**src/rtl/seg7_pkg.sv**
```systemverilog
// Shared 7-segment definitions for the roulette display path (active-low, bit 6 = a .. bit 0 = g).
// Also holds the reader's state encoding.
package seg7_pkg;

   localparam logic [6:0] SEG_DIG0  = 7'b0000001;
   localparam logic [6:0] SEG_DIG1  = 7'b1001111;
   localparam logic [6:0] SEG_DIG2  = 7'b0010010;
   localparam logic [6:0] SEG_DIG3  = 7'b0000110;
   localparam logic [6:0] SEG_DIG4  = 7'b1001100;
   localparam logic [6:0] SEG_DIG5  = 7'b0100100;
   localparam logic [6:0] SEG_BLANK = 7'b1111111;

   typedef enum logic [1:0] {
      IDLE   = 2'd0,
      SETTLE = 2'd1,
      HOLD   = 2'd2
   } state_t;

endpackage

```
**src/rtl/seg7_pattern_decode.sv**
```systemverilog
// Combinational map from an active-low segment pattern to roulette value 0-5.
// Reports a legal digit and the blank pattern separately.
module seg7_pattern_decode
   import seg7_pkg::*;
(
   input  logic [6:0] pattern,
   output logic       is_digit,
   output logic       is_blank,
   output logic [2:0] value
);

   always_comb begin
      is_digit = 1'b1;
      is_blank = 1'b0;
      value    = 3'd0;
      case (pattern)
         SEG_DIG0:  value = 3'd0;
         SEG_DIG1:  value = 3'd1;
         SEG_DIG2:  value = 3'd2;
         SEG_DIG3:  value = 3'd3;
         SEG_DIG4:  value = 3'd4;
         SEG_DIG5:  value = 3'd5;
         SEG_BLANK: begin
            is_digit = 1'b0;
            is_blank = 1'b1;
         end
         default:   is_digit = 1'b0;
      endcase
   end

endmodule

```
**src/rtl/seg7_reader.sv**
```systemverilog
// Debounced receive-side 7-segment decoder: accepts a pattern after STABLE_CYCLES identical samples.
// Optional saturating invalid-pattern counter under SEG7_READER_ERRCNT_EN.
module seg7_reader
   import seg7_pkg::*;
#(
   parameter int STABLE_CYCLES = 4
) (
   input  logic       clk_main,
   input  logic       reset,
   input  logic [6:0] seg_in,
   output logic [2:0] data,
   output logic       data_valid,
   output logic       invalid,
   output logic       locked,
   output logic       blank,
`ifdef SEG7_READER_ERRCNT_EN
   output logic [7:0] err_count,
`endif
   output state_t     state_dbg
);

   localparam int CW = $clog2(STABLE_CYCLES + 1);
   localparam logic [CW-1:0] CNT_ONE = CW'(1);
   localparam logic [CW-1:0] CNT_MAX = CW'(STABLE_CYCLES);

   state_t        state;
   logic [6:0]    seg_q;
   logic [6:0]    cand;
   logic [6:0]    acc;
   logic [CW-1:0] cnt;
   logic [CW-1:0] cnt_inc;
   logic          differ;
   logic          acc_req;

   logic          dec_digit;
   logic          dec_blank;
   logic [2:0]    dec_value;

   assign differ    = (seg_q != cand);
   assign cnt_inc   = cnt + CNT_ONE;
   assign state_dbg = state;

   seg7_pattern_decode u_decode (
      .pattern  (cand),
      .is_digit (dec_digit),
      .is_blank (dec_blank),
      .value    (dec_value)
   );

   // acc_req marks the acceptance edge; outputs follow one edge later using cand,
   // which still holds the accepted pattern at that point.
   always_ff @(posedge clk_main) begin
      if (reset) begin
         state   <= IDLE;
         seg_q   <= SEG_BLANK;
         cand    <= SEG_BLANK;
         cnt     <= '0;
         acc_req <= 1'b0;
      end else begin
         seg_q   <= seg_in;
         acc_req <= 1'b0;
         case (state)
            IDLE: begin
               cand <= seg_q;
               cnt  <= CNT_ONE;
               if (CNT_ONE >= CNT_MAX) begin
                  acc_req <= 1'b1;
                  state   <= HOLD;
               end else begin
                  state   <= SETTLE;
               end
            end
            SETTLE: begin
               if (differ) begin
                  cand <= seg_q;
                  cnt  <= CNT_ONE;
                  if (CNT_ONE >= CNT_MAX) begin
                     acc_req <= 1'b1;
                     state   <= HOLD;
                  end
               end else begin
                  cnt <= cnt_inc;
                  if (cnt_inc >= CNT_MAX) begin
                     acc_req <= 1'b1;
                     state   <= HOLD;
                  end
               end
            end
            HOLD: begin
               if (differ) begin
                  cand <= seg_q;
                  cnt  <= CNT_ONE;
                  if (CNT_ONE >= CNT_MAX) begin
                     acc_req <= 1'b1;
                  end else begin
                     state   <= SETTLE;
                  end
               end
            end
            default: state <= IDLE;
         endcase
      end
   end

   always_ff @(posedge clk_main) begin
      if (reset) begin
         acc        <= SEG_BLANK;
         data       <= 3'd0;
         data_valid <= 1'b0;
         invalid    <= 1'b0;
         locked     <= 1'b0;
         blank      <= 1'b1;
`ifdef SEG7_READER_ERRCNT_EN
         err_count  <= 8'd0;
`endif
      end else begin
         data_valid <= 1'b0;
         invalid    <= 1'b0;
         // Re-accepting the current pattern (glitch recovery) must stay silent.
         if (acc_req && (cand != acc)) begin
            acc <= cand;
            if (dec_digit) begin
               data       <= dec_value;
               data_valid <= 1'b1;
               locked     <= 1'b1;
               blank      <= 1'b0;
            end else if (dec_blank) begin
               locked     <= 1'b0;
               blank      <= 1'b1;
            end else begin
               invalid    <= 1'b1;
               locked     <= 1'b0;
               blank      <= 1'b0;
`ifdef SEG7_READER_ERRCNT_EN
               if (err_count != 8'hFF) begin
                  err_count <= err_count + 8'd1;
               end
`endif
            end
         end
      end
   end

endmodule

```
**config.mk**
```make
export PLATFORM = sky130hd
export DESIGN_NAME = seg7_reader
export DESIGN_NICKNAME = d
export VERILOG_FILES = /design/src/rtl/seg7_pkg.sv /design/src/rtl/seg7_pattern_decode.sv /design/src/rtl/seg7_reader.sv
export SDC_FILE = /design/constraint.sdc
export NUM_CORES = 1
export LEC_CHECK = 0
export BUFFER_PORTS_ARGS = -buffer_cell sky130_fd_sc_hd__clkbuf_2
export CAP_MARGIN = 20
export CORE_ASPECT_RATIO = 0.5
export CORE_MARGIN = 2
export CORE_UTILIZATION = 40
export DETAILED_ROUTE_END_ITERATION = 12
export PLACE_DENSITY = 0.64
export REMOVE_ABC_BUFFERS = 1
export SETUP_SLACK_MARGIN = 0.1
export SLEW_MARGIN = 20
export SYNTH_ARGS = -nofsm -noshare
export SYNTH_HDL_FRONTEND = slang
export SYNTH_SLANG_ARGS = --single-unit
```
**constraint.sdc**
```tcl
create_clock -name clk_main -period 4.3 [get_ports clk_main]
set_input_delay 0.43 -clock clk_main [delete_from_list [all_inputs] [get_ports clk_main]]
set_output_delay 0.43 -clock clk_main [all_outputs]
set_load 0.05 [all_outputs]
```
* Yosys cells after proc, flatten, opt, wreduce, memory -nomap -nowiden
Cells that the tools add are included.
Word-level totals: register bits after elaboration 34, input port bits 9, output and inout bits 9, word-level logic and storage cells 60
Operators by class: add/sub/neg operators 1, $lt $le $gt $ge 1, equality and inequality tests 15, muxes and demuxes 17, bitwise logic cells 2, reductions and logical operators 13
Operators by type and width (number):
- $eq 7x7->1 const B | 3
- $pmux 3 s5 | 1
- $ne 7x7->1 | 2
- $pmux 7 s2 | 1
- $pmux 3 s3 | 1
- $eq 7x1->1 const B | 1
- $eq 7x3->1 const B | 1
- $eq 7x5->1 const B | 1
- $eq 7x6->1 const B | 1
- $mux 1 | 7
- $mux 7 | 1
- $mux 2 | 3
- $mux 3 | 2
- $ne 2x2->1 const B | 3
- $pmux 2 s3 | 1
- $reduce_and 2->1 | 3
- $reduce_or 3->1 | 2
- $reduce_or 6->1 | 1
- $reduce_or 2->1 | 2
- $add 3x1->3 const B | 1
- $ge 3x3->1 const B | 1
- $reduce_and 3->1 | 1
- $reduce_bool 3->1 | 1
- $eq 2x1->1 const B | 1
- other kinds (6) | 7

* Depth between registers and ports, before layout
Gate-level depths: netlist (run 1).
word-level depth 5, gate-level depth with buffers 7, mapped depth without buffers 6

* Hierarchy
Synthesis (run 1) repeated with hierarchy kept, for this count alone.
Second synthesis, totals: cells, all modules 174, area, all modules 1665.3 µm²
By module, submodules not included:
- seg7_reader | instances 1, cells each 153, area each 1515.2 µm², sequential area each 680.7 µm²
- seg7_pattern_decode | instances 1, cells each 21, area each 150.1 µm², sequential area each 0.0 µm²

* Least setup slack after synthesis (run 1)
Ideal clock, no wire load.
kind reg2reg, start point register state[0] (netlist: state_dbg[0]), end point register cand[5], library setup time 70 ps, arrival time 1805 ps, data required time 4230 ps, path slack 2425 ps, stages on the path, launching flop included 8, path buffers 1, clock period less this slack 1875 ps, cells stage by stage dfxtp_1 inv_1 ha_1 nor2_1 a31oi_1 buf_2 nor3_1 a21oi_1
On the way: longest elaborated chain between the ends 4, elaborated cells between the ends (all ways) 8, classes of those cells 3 x eq/ne; 1 x mux; 4 x reduce/logical
RTL lines:
- start: declaration | line seg7_reader.sv:26 | state_t state;
- start signal: assignment | line seg7_reader.sv:54 | state <= IDLE;
- start signal: assignment | line seg7_reader.sv:68 | state <= HOLD;
- start signal: assignment | line seg7_reader.sv:70 | state <= SETTLE;
- $eq 2x2->1 / $eq 2x1->1 (equally long branches) | line seg7_reader.sv:62 | case (state)
- $reduce_or 2->1 (no line)
- $ne 2x1->1 (no line) / $reduce_bool 2->1 (equally long branches)
- $reduce_and 2->1 (no line)
- end signal: assignment | line seg7_reader.sv:64 | cand <= seg_q;
- end signal: assignment | line seg7_reader.sv:75 | cand <= seg_q;
- end signal: assignment | line seg7_reader.sv:91 | cand <= seg_q;
- end: declaration | line seg7_reader.sv:28 | logic [6:0] cand;
Parallel ways exist; a longest one is shown, timed or not. A chain may end at the register's enable or synchronous reset.

* Worst setup path in the final report (run 1)
start point register cand[5], end point register data[1]
On the way: longest elaborated chain between the ends 4, elaborated cells between the ends (all ways) 12, classes of those cells 7 x eq/ne; 2 x mux; 3 x reduce/logical
RTL lines:
- $eq 7x1->1, or another cell as far along | line seg7_pattern_decode.sv:16 | case (pattern)
- $reduce_or 6->1 (no line)
- $mux 1 | line seg7_pattern_decode.sv:16
- $reduce_and 2->1 (no line)
- end signal: assignment | line seg7_reader.sv:123 | data <= dec_value;
- end: declaration | line seg7_reader.sv:11 | output logic [2:0] data,
Parallel ways exist; a longest one is shown, timed or not.

==> results of run 1 <==
[report_power, final]
part / switching (W) / internal [W]
Clock: 0.000104 / 0.000111
Combinational: 0.0000464 / 0.0000300
Sequential: 0.0000167 / 0.000326
Total: 0.000168 / 0.000467
[cell usage after synthesis (2+ instances only)]
cell type | n | share of area
ha_1 | 4 | 0.031
inv_1 | 3 | 0.0070
and2_1 | 2 | 0.0078
nor3_1 | 12 | 0.037
nand2_1 | 11 | 0.026
o32ai_1 | 2 | 0.011
dfxtp_1 | 34 | 0.42
nand4_1 | 2 | 0.0078
nor2_1 | 15 | 0.035
nand2b_1 | 5 | 0.019
o21ai_0 | 2 | 0.0062
buf_6 | 3 | 0.021
clkbuf_1 | 4 | 0.0093
xor2_1 | 11 | 0.060
xnor2_1 | 5 | 0.027
buf_2 | 3 | 0.0093
mux2i_1 | 7 | 0.044
or3b_2 | 2 | 0.011
a31oi_1 | 3 | 0.012
a21o_1 | 2 | 0.0093
or2_2 | 7 | 0.027
buf_4 | 3 | 0.014
a21oi_1 | 7 | 0.022
[sequential cells by signal, indices dropped and copies added (netlist names)]
signal	cells
acc	7
cand	7
seg_q	7
cnt	3
data	3
state_dbg	2
acc_req	1
blank	1
data_valid	1
invalid	1
locked	1
[layout by cell type (no fill, tap or decap), drive strengths merged, types with 3 or more instances in the layout]
cell type / synthesis / routed
dfxtp: 34 / 34
clkbuf: 4 / 24
nor2: 15 / 15
nor3: 12 / 12
nand2: 12 / 12
xor2: 11 / 11
or2: 7 / 7
a21oi: 7 / 7
mux2i: 7 / 7
nand2b: 5 / 5
xnor2: 5 / 5
ha: 4 / 4
inv: 3 / 3
a31oi: 3 / 3
or3b: 3 / 3
[metrics by stage]
step	worst slack, ns	utilization	hold slack, ns
6_report	2.25	0.453	0.324
5_1_grt	1.98	0.453	0.318
4_1_cts	2.14	0.451	0.323
3_5_place_dp	2.15	0.432	0.458
3_3_place_gp	2.23	0.432	0.453
2_1_floorplan	2.29	-	0.438
[cell type report]
cell class,instances,area share
flip-flops and latches,34,0.387
multi-input cells,121,0.477
well taps,54,0.0384
inverters,3,0.00640
clock buffers,7,0.0434
repair buffers,17,0.0484
[worst paths after layout]
check             from        to  slack (ns)
min reg2reg    data[2]   data[2]        0.47
min          seg_in[6]  seg_q[6]        0.32
max            cand[5]   data[1]        2.25
max reg2reg    cand[5]   data[1]        2.25
[cells by family after synthesis]
| logic type | share of synthesized area |
|---|---|
| flip-flops | 0.423 |
| adder cells (fa/ha/maj) | 0.0311 |
| AO/OA/AOI/OAI | 0.132 |
| XOR/XNOR | 0.0870 |
| multiplexers | 0.0435 |
| AND/OR/NAND/NOR | 0.223 |
| buffers and inverters | 0.0606 |
[per-layer routing]
metal,GRT usage,part of all wire,vias up
met5,0,0,-
met1,0.176,0.53,532
li1,-,-,614
met2,0.200,0.41,21
met3,0.0402,0.035,8
met4,0.0652,0.021,0
==> results_dict.tcl, run 1 <==
set metrics [dict create \
    outcome "finished, final reports clean" \
    die_area_sq_mm 0.00458 \
    irDropWorstVdd_mv 0.108 \
    syn_to_final_growth_pct 9.25 \
    synthesis.area_sq_mm 0.00161 \
    crit_path_end_kind "register" \
    fp.dieW_um 93.7 \
    hold_class "input pin to register" \
    synthCells 171 \
    placedInstanceArea_sq_mm 0.00168 \
    clk-insertion-delay-late_ns 0.28 \
    fin_area_sq_mm 0.00176 \
    synth_edf_count 0 \
    ys_ff_latch 34 \
    drtIter0Drc 35 \
    leakage_nw 0.650 \
    drt_wl_total_um 2750 \
    crit_type "register to register" \
    die_h_um 48.9 \
    setup_viol 0 \
    antenna_found_initial 0 \
    hold_viol_final 0 \
    initial_core_util 0.415 \
    htree_levels 2 \
    detail_route.wl_per_cell_um 11.7 \
    grt.total_usage 0.134 \
    first_global_vias 1076 \
    worst_clock_skew_ns 0.00724 \
    core-area_sq_mm 0.00388 \
    ys_seq_area_frac 0.423 \
    critPathMaxStageDelay_ns 0.55 \
    synth_area_per_cell_sq_um 9.42 \
    drtAntennaViolNets 0 \
    via_per_inst 4.98 \
    multi_input_area_sq_um 838 \
    power_density_mw_per_mm2 361 \
    route.vias.total 1175 \
    tns_ns 0 \
    regArea_sq_um 681 \
    slew_viol_final 0 \
    finalCritPeriodShare 0.478 \
    cts_tree "built" \
    clk_path_buf_depth 2 \
    ys_dominant_reg_cell "dfxtp_1" \
    drive_above_1_share 0.203 \
    path_clk_slew_ns 0.07 \
    clkSinkCount 34 \
    totalPowerFinal_w 0.000635 \
    crit_cells 5 \
    yosys_warnings 0 \
    crit_required_ns 4.44 \
    cts_hold_buf 0 \
    fin_nets 195 \
    cts_buffers 5 \
    async_flop_share 0 \
    rsz0062_at_grt "no" \
    reg2reg_depth 5 \
    grt_max_degree 32 \
    stdcell_count 236 \
    crit_chain "or3b_1 -> a2111o_1 -> and3_4 -> nor2_1 -> o32ai_1" \
    tightest_slew_ns 0.695 \
    drtPass1Iterations 4 \
    hold_depth 2 \
    grt_pass1_wl_um 4770 \
    port_buffers 17 \
    cts_setup_buffers 0 \
    max-slew-margin-rel 0.532 \
    cts_resized 0 \
    path_max_fanout 10 \
    grt.overflow.total 0 \
    critPathBufInv 0 \
    critPathSlowestCell "dfxtp_1" \
    startpoint_type "register" \
    dp_hpwl_um 1930 \
    place_congestion 0.732 \
    fillers 376 \
    crit_family "simple AND/OR/NAND/NOR gates" \
    max_freq_mhz 487 \
    root_buffer "clkbuf_8" \
    drc 0 \
    io_pins 18 \
    drv_cap 0 \
    antenna_cells 0 \
    arrival_ns 2.19 \
    core.rowCount 16 \
    finalCriticalPeriod_ns 2.05 \
    ys_types 45 \
    dp.cells 229 \
]
No activity file was read; power rests on OpenSTA's default activity.
==> run 2: changes to the inputs <==
--- a/config.mk
+++ b/config.mk
@@ -11,7 +11,7 @@
 export CORE_MARGIN = 2
 export CORE_UTILIZATION = 40
 export DETAILED_ROUTE_END_ITERATION = 12
-export PLACE_DENSITY = 0.64
+export PLACE_DENSITY = 0.66
 export REMOVE_ABC_BUFFERS = 1
 export SETUP_SLACK_MARGIN = 0.1
 export SLEW_MARGIN = 20
==> constraint.sdc (replaced) <==
create_clock -name clk_main -period 1.7 [get_ports clk_main]
set_input_delay 0.17 -clock clk_main [delete_from_list [all_inputs] [get_ports clk_main]]
set_output_delay 0.17 -clock clk_main [all_outputs]
set_load 0.05 [all_outputs]
==> results_dict.tcl, run 2 (synthesis gave the netlist of run 1 again) <==
set metrics [dict create \
    multi_input_area_sq_mm 0.00105 \
    drv_cap 0 \
    first_global_vias 1304 \
    grt.overflow.total 0 \
    reg2reg_depth 5 \
    critPathBufInv 0 \
    drive_above_1_share 0.466 \
    fp.dieW_um 93.7 \
    dp.cells 249 \
    worst_clock_skew_ns 0.00739 \
    die_h_um 48.9 \
    root_buffer "clkbuf_8" \
    place_congestion 0.772 \
    antenna_found_initial 0 \
    stdcell_count 262 \
    reg2reg_from "cand[5]" \
    final_core_util 0.566 \
    setup_viol 5 \
    fin_nets 220 \
    crit_start "cand[5]" \
    tightest_slew_ns 0.494 \
    cts_buffers 5 \
    route.vias.total 1352 \
    rsz0062_at_grt "yes" \
    finalCritPeriodShare 1.06 \
    drtAntennaViolNets 0 \
    io_pins 18 \
    hold_class "input pin to register" \
    crit_family "compound AO/OA/AOI/OAI gates" \
    max-slew-margin-rel 0.671 \
    port_buffers 17 \
    crit_type "register to register" \
    cts_tree "built" \
    crit_cells 5 \
    via_per_inst 5.16 \
    antenna_cells 0 \
    slew_viol_final 0 \
    path_clk_slew_ns 0.07 \
    arrival_ns 1.98 \
    crit_chain "or3b_1 -> a2111o_1 -> and3_4 -> o31ai_2 -> o21ba_1" \
    clk_path_buf_depth 2 \
    core.rowCount 16 \
    drtPass1Iterations 4 \
    finalCriticalPeriod_ns 1.80 \
    crit_required_ns 1.88 \
    startpoint_type "register" \
    drc 0 \
    core-area_sq_mm 0.00388 \
    final_common_cell "dfxtp_1" \
    grt_pass1_wl_um 5650 \
    dp_hpwl_um 2220 \
    drt_wl_total_um 3560 \
    syn_to_final_growth_pct 36.6 \
    drtIter0Drc 72 \
    violations "negative setup slack" \
    irDropWorstVdd_mv 0.300 \
    leakage_nw 0.846 \
    tns_ns -0.234 \
    r2r_end "data[0]" \
    path_max_fanout 3 \
    outcome "finished, violations left" \
    reg_top3 "acc (7), cand (7), seg_q (7)" \
    mostFrequentLayoutCells "dfxtp_1, buf_4, clkbuf_2" \
    clk-insertion-delay-late_ns 0.29 \
    die_area_sq_mm 0.00458 \
    rrSetupSlack_ns -0.1 \
    critPathSlowestCell "a2111o_1" \
    crit_path_end_kind "register" \
    power_density_mw_per_mm2 843 \
    regArea_sq_um 684 \
    clkSinkCount 34 \
    grt.total_usage 0.158 \
    initial_core_util 0.415 \
    hold_viol_final 0 \
    setup_ws_ns -0.0952 \
    critPathMaxStageDelay_ns 0.42 \
    fillers 324 \
    htree_levels 2 \
    detail_route.wl_per_cell_um 13.6 \
    cp-endpoint "data[0]" \
    max_freq_mhz 557 \
    grt_max_degree 22 \
]
[run 2: cell types whose count changed in the layout (fill, tap and decap cells not counted), moves of 3 or more]
cell and change:
a21oi_1 -3, a21oi_2 +3, buf_4 +20, buf_6 +3, dfxtp_1 -3, dfxtp_2 +3
nor2_1 -3, nor2_2 +3, nor3_1 -11, nor3_2 +6, nor3_4 +5
[run 2: worst min path at each step]
stage / from / to / cells past startpoint
finish: seg_in[6] / seg_q[6] / 2
detailed placement: seg_in[1] / seg_q[1] / 2
floorplan: reset / state_dbg[1] / 1
CTS: seg_in[6] / seg_q[6] / 2
global route: seg_in[5] / seg_q[5] / 2
global placement: seg_in[0] / seg_q[0] / 2
[run 2: what timing repair did]
action,in CTS,in global routing
buffers inserted,4,0
hold buffers,0,0
pin swaps,9,7
cloned,1,0
endpoints found under the setup margin,15,19
resized for setup,22,29
[run 2: through the flow]
stage                     setup WS, ns  cell area (sq um)  total power [W]  hold slack (ns)
after global placement         -0.0339               1830          0.00112            0.352
after global routing            -0.176               2200          0.00194           0.0440
final                          -0.0952               2200          0.00185           0.0547
after floorplan                 -0.310               1520          0.00102            0.242
after detailed placement        -0.107               1830          0.00113            0.355
after CTS                       -0.105               2060          0.00181           0.0481
[run 2: metal layers]
| layer | track usage | vias up | part of all wire |
|---|---|---|---|
| met5 | 0 | - | 0 |
| met4 | 0.0725 | 0 | 0.011 |
| met3 | 0.0464 | 5 | 0.038 |
| met2 | 0.254 | 23 | 0.48 |
| met1 | 0.197 | 652 | 0.47 |
| li1 | - | 672 | - |
[run 2: power by group]
group	switching, W	internal (W)	total (W)	leakage, nW
registers	0.0000242	0.000824	0.000848	0.277
logic	0.000220	0.000160	0.000380	0.521
clock network	0.000301	0.000325	0.000626	0.0472
total	0.000545	0.00131	0.00185	0.846
[run 2: layout make-up]
class                      instances  share of cell area
timing repair buffer              42               0.131
clock inverter                     2             0.00569
inverter                           3             0.00512
multi-input combinational        121               0.478
tap                               54              0.0307
sequential                        34               0.311
clock buffer                       6              0.0375
